**config.mk**
```make
export PLATFORM = sky130hd
export DESIGN_NAME = quad_decoder
export DESIGN_NICKNAME = d
export VERILOG_FILES = /design/src/rtl/quad_decoder.sv
export SDC_FILE = /design/constraint.sdc
export NUM_CORES = 1
export LEC_CHECK = 0
export ABC_AREA = 1
export CAP_MARGIN = 10
export CORE_UTILIZATION = 55
export DETAILED_ROUTE_END_ITERATION = 12
export PLACE_DENSITY = 0.75
export RECOVER_POWER = 50
export SETUP_SLACK_MARGIN = 0.5
export SYNTH_ARGS = -nofsm -noshare
export SYNTH_HDL_FRONTEND = slang
export SYNTH_SLANG_ARGS = --single-unit
```
**constraint.sdc**
```tcl
create_clock -name clk -period 3.8 [get_ports clk]
set_input_delay 0.76 -clock clk [delete_from_list [all_inputs] [get_ports clk]]
set_output_delay 0.76 -clock clk [all_outputs]
set_load 0.03 [all_outputs]
```
**src/rtl/quad_decoder.sv**
```systemverilog
// Quadrature encoder decoder: 2-flop sync, per-channel debounce, clocked Gray-code FSM,
// x1/x4 step generation, wrap/saturate position counter and sticky illegal-transition flag.
module quad_decoder #(
    parameter int CNT_WIDTH = 8,
    parameter int DEBOUNCE  = 4,
    parameter bit X4_MODE   = 1'b1,
    parameter bit WRAP      = 1'b1
) (
    input  logic                 clk,
    input  logic                 reset,
    input  logic                 enc_x,
    input  logic                 enc_y,
    input  logic                 clear,
    input  logic                 err_clear,
    output logic [CNT_WIDTH-1:0] count,
    output logic                 dir,
    output logic                 step_pulse,
    output logic                 err
);

    typedef enum logic [2:0] {ST_INIT, ST_S00, ST_S10, ST_S11, ST_S01} state_t;

    localparam int DB_W   = $clog2(DEBOUNCE + 1);
    localparam int INIT_W = $clog2(DEBOUNCE + 2);

    logic [1:0]            w_raw;
    logic [1:0]            r_sync1;
    logic [1:0]            r_sync2;
    logic [1:0]            r_filt;
    logic [1:0][DB_W-1:0]  r_db_ctr;
    state_t                r_state;
    logic [INIT_W-1:0]     r_init_cnt;
    logic signed [3:0]     r_sub;

    logic [1:0]            w_move;
    logic                  w_active;
    logic                  w_illegal;
    logic                  w_step;
    logic                  w_step_up;
    logic signed [3:0]     w_sub_sum;
    logic signed [3:0]     w_sub_nxt;

    function automatic state_t xy_to_state(input logic [1:0] xy);
        case (xy)
            2'b00:   return ST_S00;
            2'b10:   return ST_S10;
            2'b11:   return ST_S11;
            default: return ST_S01;
        endcase
    endfunction

    // Position along the CW cycle 00->10->11->01, so a move is a 2-bit difference.
    function automatic logic [1:0] xy_pos(input logic [1:0] xy);
        case (xy)
            2'b00:   return 2'd0;
            2'b10:   return 2'd1;
            2'b11:   return 2'd2;
            default: return 2'd3;
        endcase
    endfunction

    function automatic logic [1:0] state_pos(input state_t s);
        case (s)
            ST_S10:  return 2'd1;
            ST_S11:  return 2'd2;
            ST_S01:  return 2'd3;
            default: return 2'd0;
        endcase
    endfunction

    function automatic logic [CNT_WIDTH-1:0] next_count(input logic [CNT_WIDTH-1:0] c,
                                                        input logic up);
        if (up) begin
            if (!WRAP && (c == {CNT_WIDTH{1'b1}})) return c;
            return c + CNT_WIDTH'(1);
        end
        if (!WRAP && (c == '0)) return c;
        return c - CNT_WIDTH'(1);
    endfunction

    assign w_raw = {enc_x, enc_y};

    // Stage 1: synchronisers and debounce filters
    always_ff @(posedge clk) begin
        if (reset) begin
            r_sync1  <= '0;
            r_sync2  <= '0;
            r_filt   <= '0;
            r_db_ctr <= '0;
        end else begin
            r_sync1 <= w_raw;
            r_sync2 <= r_sync1;
            for (int i = 0; i < 2; i++) begin
                if (r_state == ST_INIT) begin
                    r_filt[i]   <= r_sync2[i];
                    r_db_ctr[i] <= '0;
                end else if (r_sync2[i] != r_filt[i]) begin
                    if (r_db_ctr[i] == DB_W'(DEBOUNCE - 1)) begin
                        r_filt[i]   <= r_sync2[i];
                        r_db_ctr[i] <= '0;
                    end else begin
                        r_db_ctr[i] <= r_db_ctr[i] + DB_W'(1);
                    end
                end else begin
                    r_db_ctr[i] <= '0;
                end
            end
        end
    end

    assign w_active  = (r_state != ST_INIT);
    assign w_move    = xy_pos(r_filt) - state_pos(r_state);
    assign w_illegal = w_active && (w_move == 2'd2);

    // Stage 2: edge classification and x1 detent accumulation
    always_comb begin
        w_step    = 1'b0;
        w_step_up = 1'b0;
        w_sub_sum = r_sub;
        w_sub_nxt = r_sub;
        if (w_active && (w_move == 2'd1 || w_move == 2'd3)) begin
            if (X4_MODE) begin
                w_step    = 1'b1;
                w_step_up = (w_move == 2'd1);
                w_sub_nxt = '0;
            end else begin
                w_sub_sum = r_sub + ((w_move == 2'd1) ? 4'sd1 : -4'sd1);
                if (w_sub_sum == 4'sd4 || w_sub_sum == -4'sd4) begin
                    // A full detent only completes on arrival at 00; elsewhere hold at +/-3.
                    if (r_filt == 2'b00) begin
                        w_step    = 1'b1;
                        w_step_up = (w_sub_sum == 4'sd4);
                        w_sub_nxt = '0;
                    end else begin
                        w_sub_nxt = (w_sub_sum == 4'sd4) ? 4'sd3 : -4'sd3;
                    end
                end else begin
                    w_sub_nxt = w_sub_sum;
                end
            end
        end
    end

    // Stage 3: FSM, counter and registered outputs
    always_ff @(posedge clk) begin
        if (reset) begin
            r_state    <= ST_INIT;
            r_init_cnt <= '0;
            r_sub      <= '0;
            count      <= '0;
            dir        <= 1'b0;
            step_pulse <= 1'b0;
            err        <= 1'b0;
        end else begin
            step_pulse <= w_step;
            if (w_step) dir <= w_step_up;
            if (clear)       count <= '0;
            else if (w_step) count <= next_count(count, w_step_up);
            err <= w_illegal | (err & ~err_clear);

            case (r_state)
                ST_INIT: begin
                    if (r_init_cnt == INIT_W'(DEBOUNCE + 1)) r_state <= xy_to_state(r_filt);
                    else r_init_cnt <= r_init_cnt + INIT_W'(1);
                end
                default: begin
                    if (w_illegal) begin
                        r_state <= xy_to_state(r_filt);
                        r_sub   <= '0;
                    end else if (w_move != 2'd0) begin
                        r_state <= xy_to_state(r_filt);
                        r_sub   <= w_sub_nxt;
                    end
                end
            endcase
        end
    end

endmodule

```
==> results.md <==
* Slowest cell delay on critical path at 0.42 ns
* Slew at the pin closest to its max-slew limit at 0.3867 ns
* TritonCTS buffer count at 5
* Worst IR Drop VDD at 723.8 uV
* Worst path required time at 4.03 ns
* Reg clk slew, reported paths at 0.09 ns
* Total setup buffers inserted after CTS at 0
* Max Buffers Root-to-Sink at 2
* Top area cells in the synthesized netlist: dfxtp_1 (37%), ha_1 (13%), nor2_1 (9.5%)
* CP endpoint kind: register
* WP data arrival at between 3 and 4 ns
* 1st-iter DRT viols at 37
* Seq/Total Area, Yosys at around 37%
* Filler cell count at 233
* Post-layout minimum cycle time at 2.966 ns
* Netlist Area Pre-Place at between 1500 and 2000 um2
* Sequential Area at 580.6 um2
* Relative slew slack at 74.14%
* Footprint of the multi-input gates at 849.6 um2
* Post-CTS Resized at 0
* Post-Route Utilization at ~67%
* Clock Sinks at 29
* Drt wl/cell at 10.82 um
* Period utilization at 78.05%
* Number of I/O port buffers at 16
* Clock Skew at 0.006812 ns
* Flops & latches, synth at 29
* Power Dens Cells at 955.9 nW/um2
* Antenna violations before repair at 0
* Vias in the first global route at 1195
* Slowest CP cell: ha_1
* Final Max Slew Viols at 0
* Global Route Usage Sum at 20.72%
* Critical Path Fanout Max at 13
* Hold slack at 0.4022 ns
* Grt total ovfl at 0
* Worst min path class: reg2reg
* Die area at about 3100 um2
* Leak at slightly below 0.9 nW
* Syn avg cell area at 7.640 um2
* Later-pin clock latency in the skew report at 0.33 ns
* Most common cell after layout, fill and taps aside: nor2_1
* Achievable Freq at roughly 340 MHz
* Largest net degree at the start of global routing at 14
* Syn_nets at 230
* Layout cells sized above 1 at 8.297%
* TritonCTS clock tree: built
* # hold bufs at CTS at 0
* WS Path Type: reg2reg
* Post-detail-place hpwl at 2121 um
* Vias per cell at 5.008
* Post-layout net count at around 250
* Die W at 55.63 um
* # DRC at 0
* Unrepaired setup endpoints after global routing: no
* Status: finished clean
* Initial DRT Pass Iterations at 4
* Post-Syn Instances at 207
* Layout area overhead at 15.66%
* Setup TNS at 0 ns
* Diode count at 0
* Leading area contributor after synthesis: dfxtp_1
* GP Congestion at 0.8207
* Max-cap violations at 0
* Ys Warns at 0
* Die Height at 55.63 um
* Synth top area share at 36.71%
* Initial Util at 57.85%
* # IOs at 17
* Netlist cell types at 26
* Row cnt at 19
* CTS H-tree lvls at 2
* Final Hold Viols at 0
* Total wire length at 2812 um
* Commonest non-fill, non-tap cells in the layout: nor2_1 (40), nand2_1 (32), dfxtp_1 (29), inv_1 (28), ha_1 (16)
* Antenna-violating nets left at 0
* Final setup viols at 0
* Crit-path cells: inv_1 > ha_1 > ha_1 > nor2_8 > nand3_2 > ha_1 > a21oi_1 > nor2_1 > nor2_1 > nand2_1 > inv_1 > nand2_1 > a21oi_1 > nor2_1
* Root Driver: clkbuf_4
* First-pass GRT wire length at 4974 um
* Core area at 2734 um2
* Via count at 1302
* CP Launch Type: register
-- worst max-delay path: cells and delay by family (launching register included) --
kind,cells,cell delay [ns]
fa+ha+maj,3,1.11
simple gates,7,0.83
flops,1,0.40
compound gates,2,0.39
buf+inv,2,0.14
-- metrics by stage --
step,total power (W),setup WS [ns],cells,instance area (um2)
2_1_floorplan,0.001312,1.135,207,1582
3_3_place_gp,0.001483,0.9281,252,1762
3_5_place_dp,0.001516,0.8252,252,1762
4_1_cts,0.001788,0.8069,260,1847
5_1_grt,0.001923,0.5494,260,1829
6_report,0.001749,0.8339,260,1829
-- registers in the layout (all words and copies together), names as in the netlist --
signal      flops
dir             1
err             1
count           8
r_sync2         2
r_filt          2
r_init_cnt      3
step_pulse      1
r_state         3
r_db_ctr        6
r_sync1         2
-- power by group --
| group | total, W | switching (W) | internal [W] |
|---|---|---|---|
| registers | 0.000443 | 0.0000629 | 0.000380 |
| clock network | 0.000263 | 0.000106 | 0.000157 |
| logic | 0.00104 | 0.000653 | 0.000390 |
| total | 0.00175 | 0.000821 | 0.000927 |
-- layer usage --
layer | wire length (um) | global-route usage [%] | vias up | part of all wire, %
li1 | - | - | 697 | -
met1 | 1394 | 26.52 | 570 | 50
met2 | 1214 | 32.36 | 27 | 43
met3 | 139 | 6.512 | 8 | 4.9
met4 | 63 | 8.571 | 0 | 2.2
met5 | 0 | 0 | - | 0
-- area by class of cell --
type | count | share of cell area, %
clock inverters | 1 | 1.642
inverters | 30 | 6.293
multi-input cells | 146 | 46.44
clock buffers | 7 | 3.010
flip-flops and latches | 29 | 31.74
well taps | 31 | 2.120
repair buffers | 16 | 8.755
-- synth_stat cells (all sizes together) --
| master | number |
|---|---|
| nor2 | 42 |
| nand2 | 38 |
| inv | 30 |
| dfxtp | 29 |
| ha | 16 |
| a21oi | 14 |
| nand3 | 14 |
| o21ai | 9 |
| xor2 | 6 |
| buf | 2 |
| nand4 | 2 |
| a21o | 1 |
| a31oi | 1 |
| fa | 1 |
| nand3b | 1 |
| xnor2 | 1 |
-- worst paths after layout --
| kind | startpoint | to | slack [ns] | cells after the start |
|---|---|---|---|---|
| worst max-delay path | r_filt[0]$_SDFFE_PP0P_ | count[7]$_SDFFE_PP0P_ | 0.83 | 14 |
| worst min-delay path | r_sync1[0]$_SDFF_PP0_ | r_sync2[0]$_SDFF_PP0_ | 0.40 | 2 |
| worst max register to register | r_filt[0]$_SDFFE_PP0P_ | count[7]$_SDFFE_PP0P_ | 0.83 | 14 |
| worst min register to register | r_sync1[0]$_SDFF_PP0_ | r_sync2[0]$_SDFF_PP0_ | 0.40 | 2 |
-- logic make-up (layout without fill, tap and decap cells) --
family / after synthesis / count (layout) / synth area share, %
AO/OA/AOI/OAI: 25 / 25 / 8.149
XOR/XNOR: 7 / 7 / 3.877
adder cells (fa/ha/maj): 17 / 17 / 13.92
buffers and inverters: 32 / 54 / 8.466
flip-flops: 29 / 29 / 36.71
AND/OR/NAND/NOR: 97 / 97 / 28.88
(Power assumes the default switching activity.)
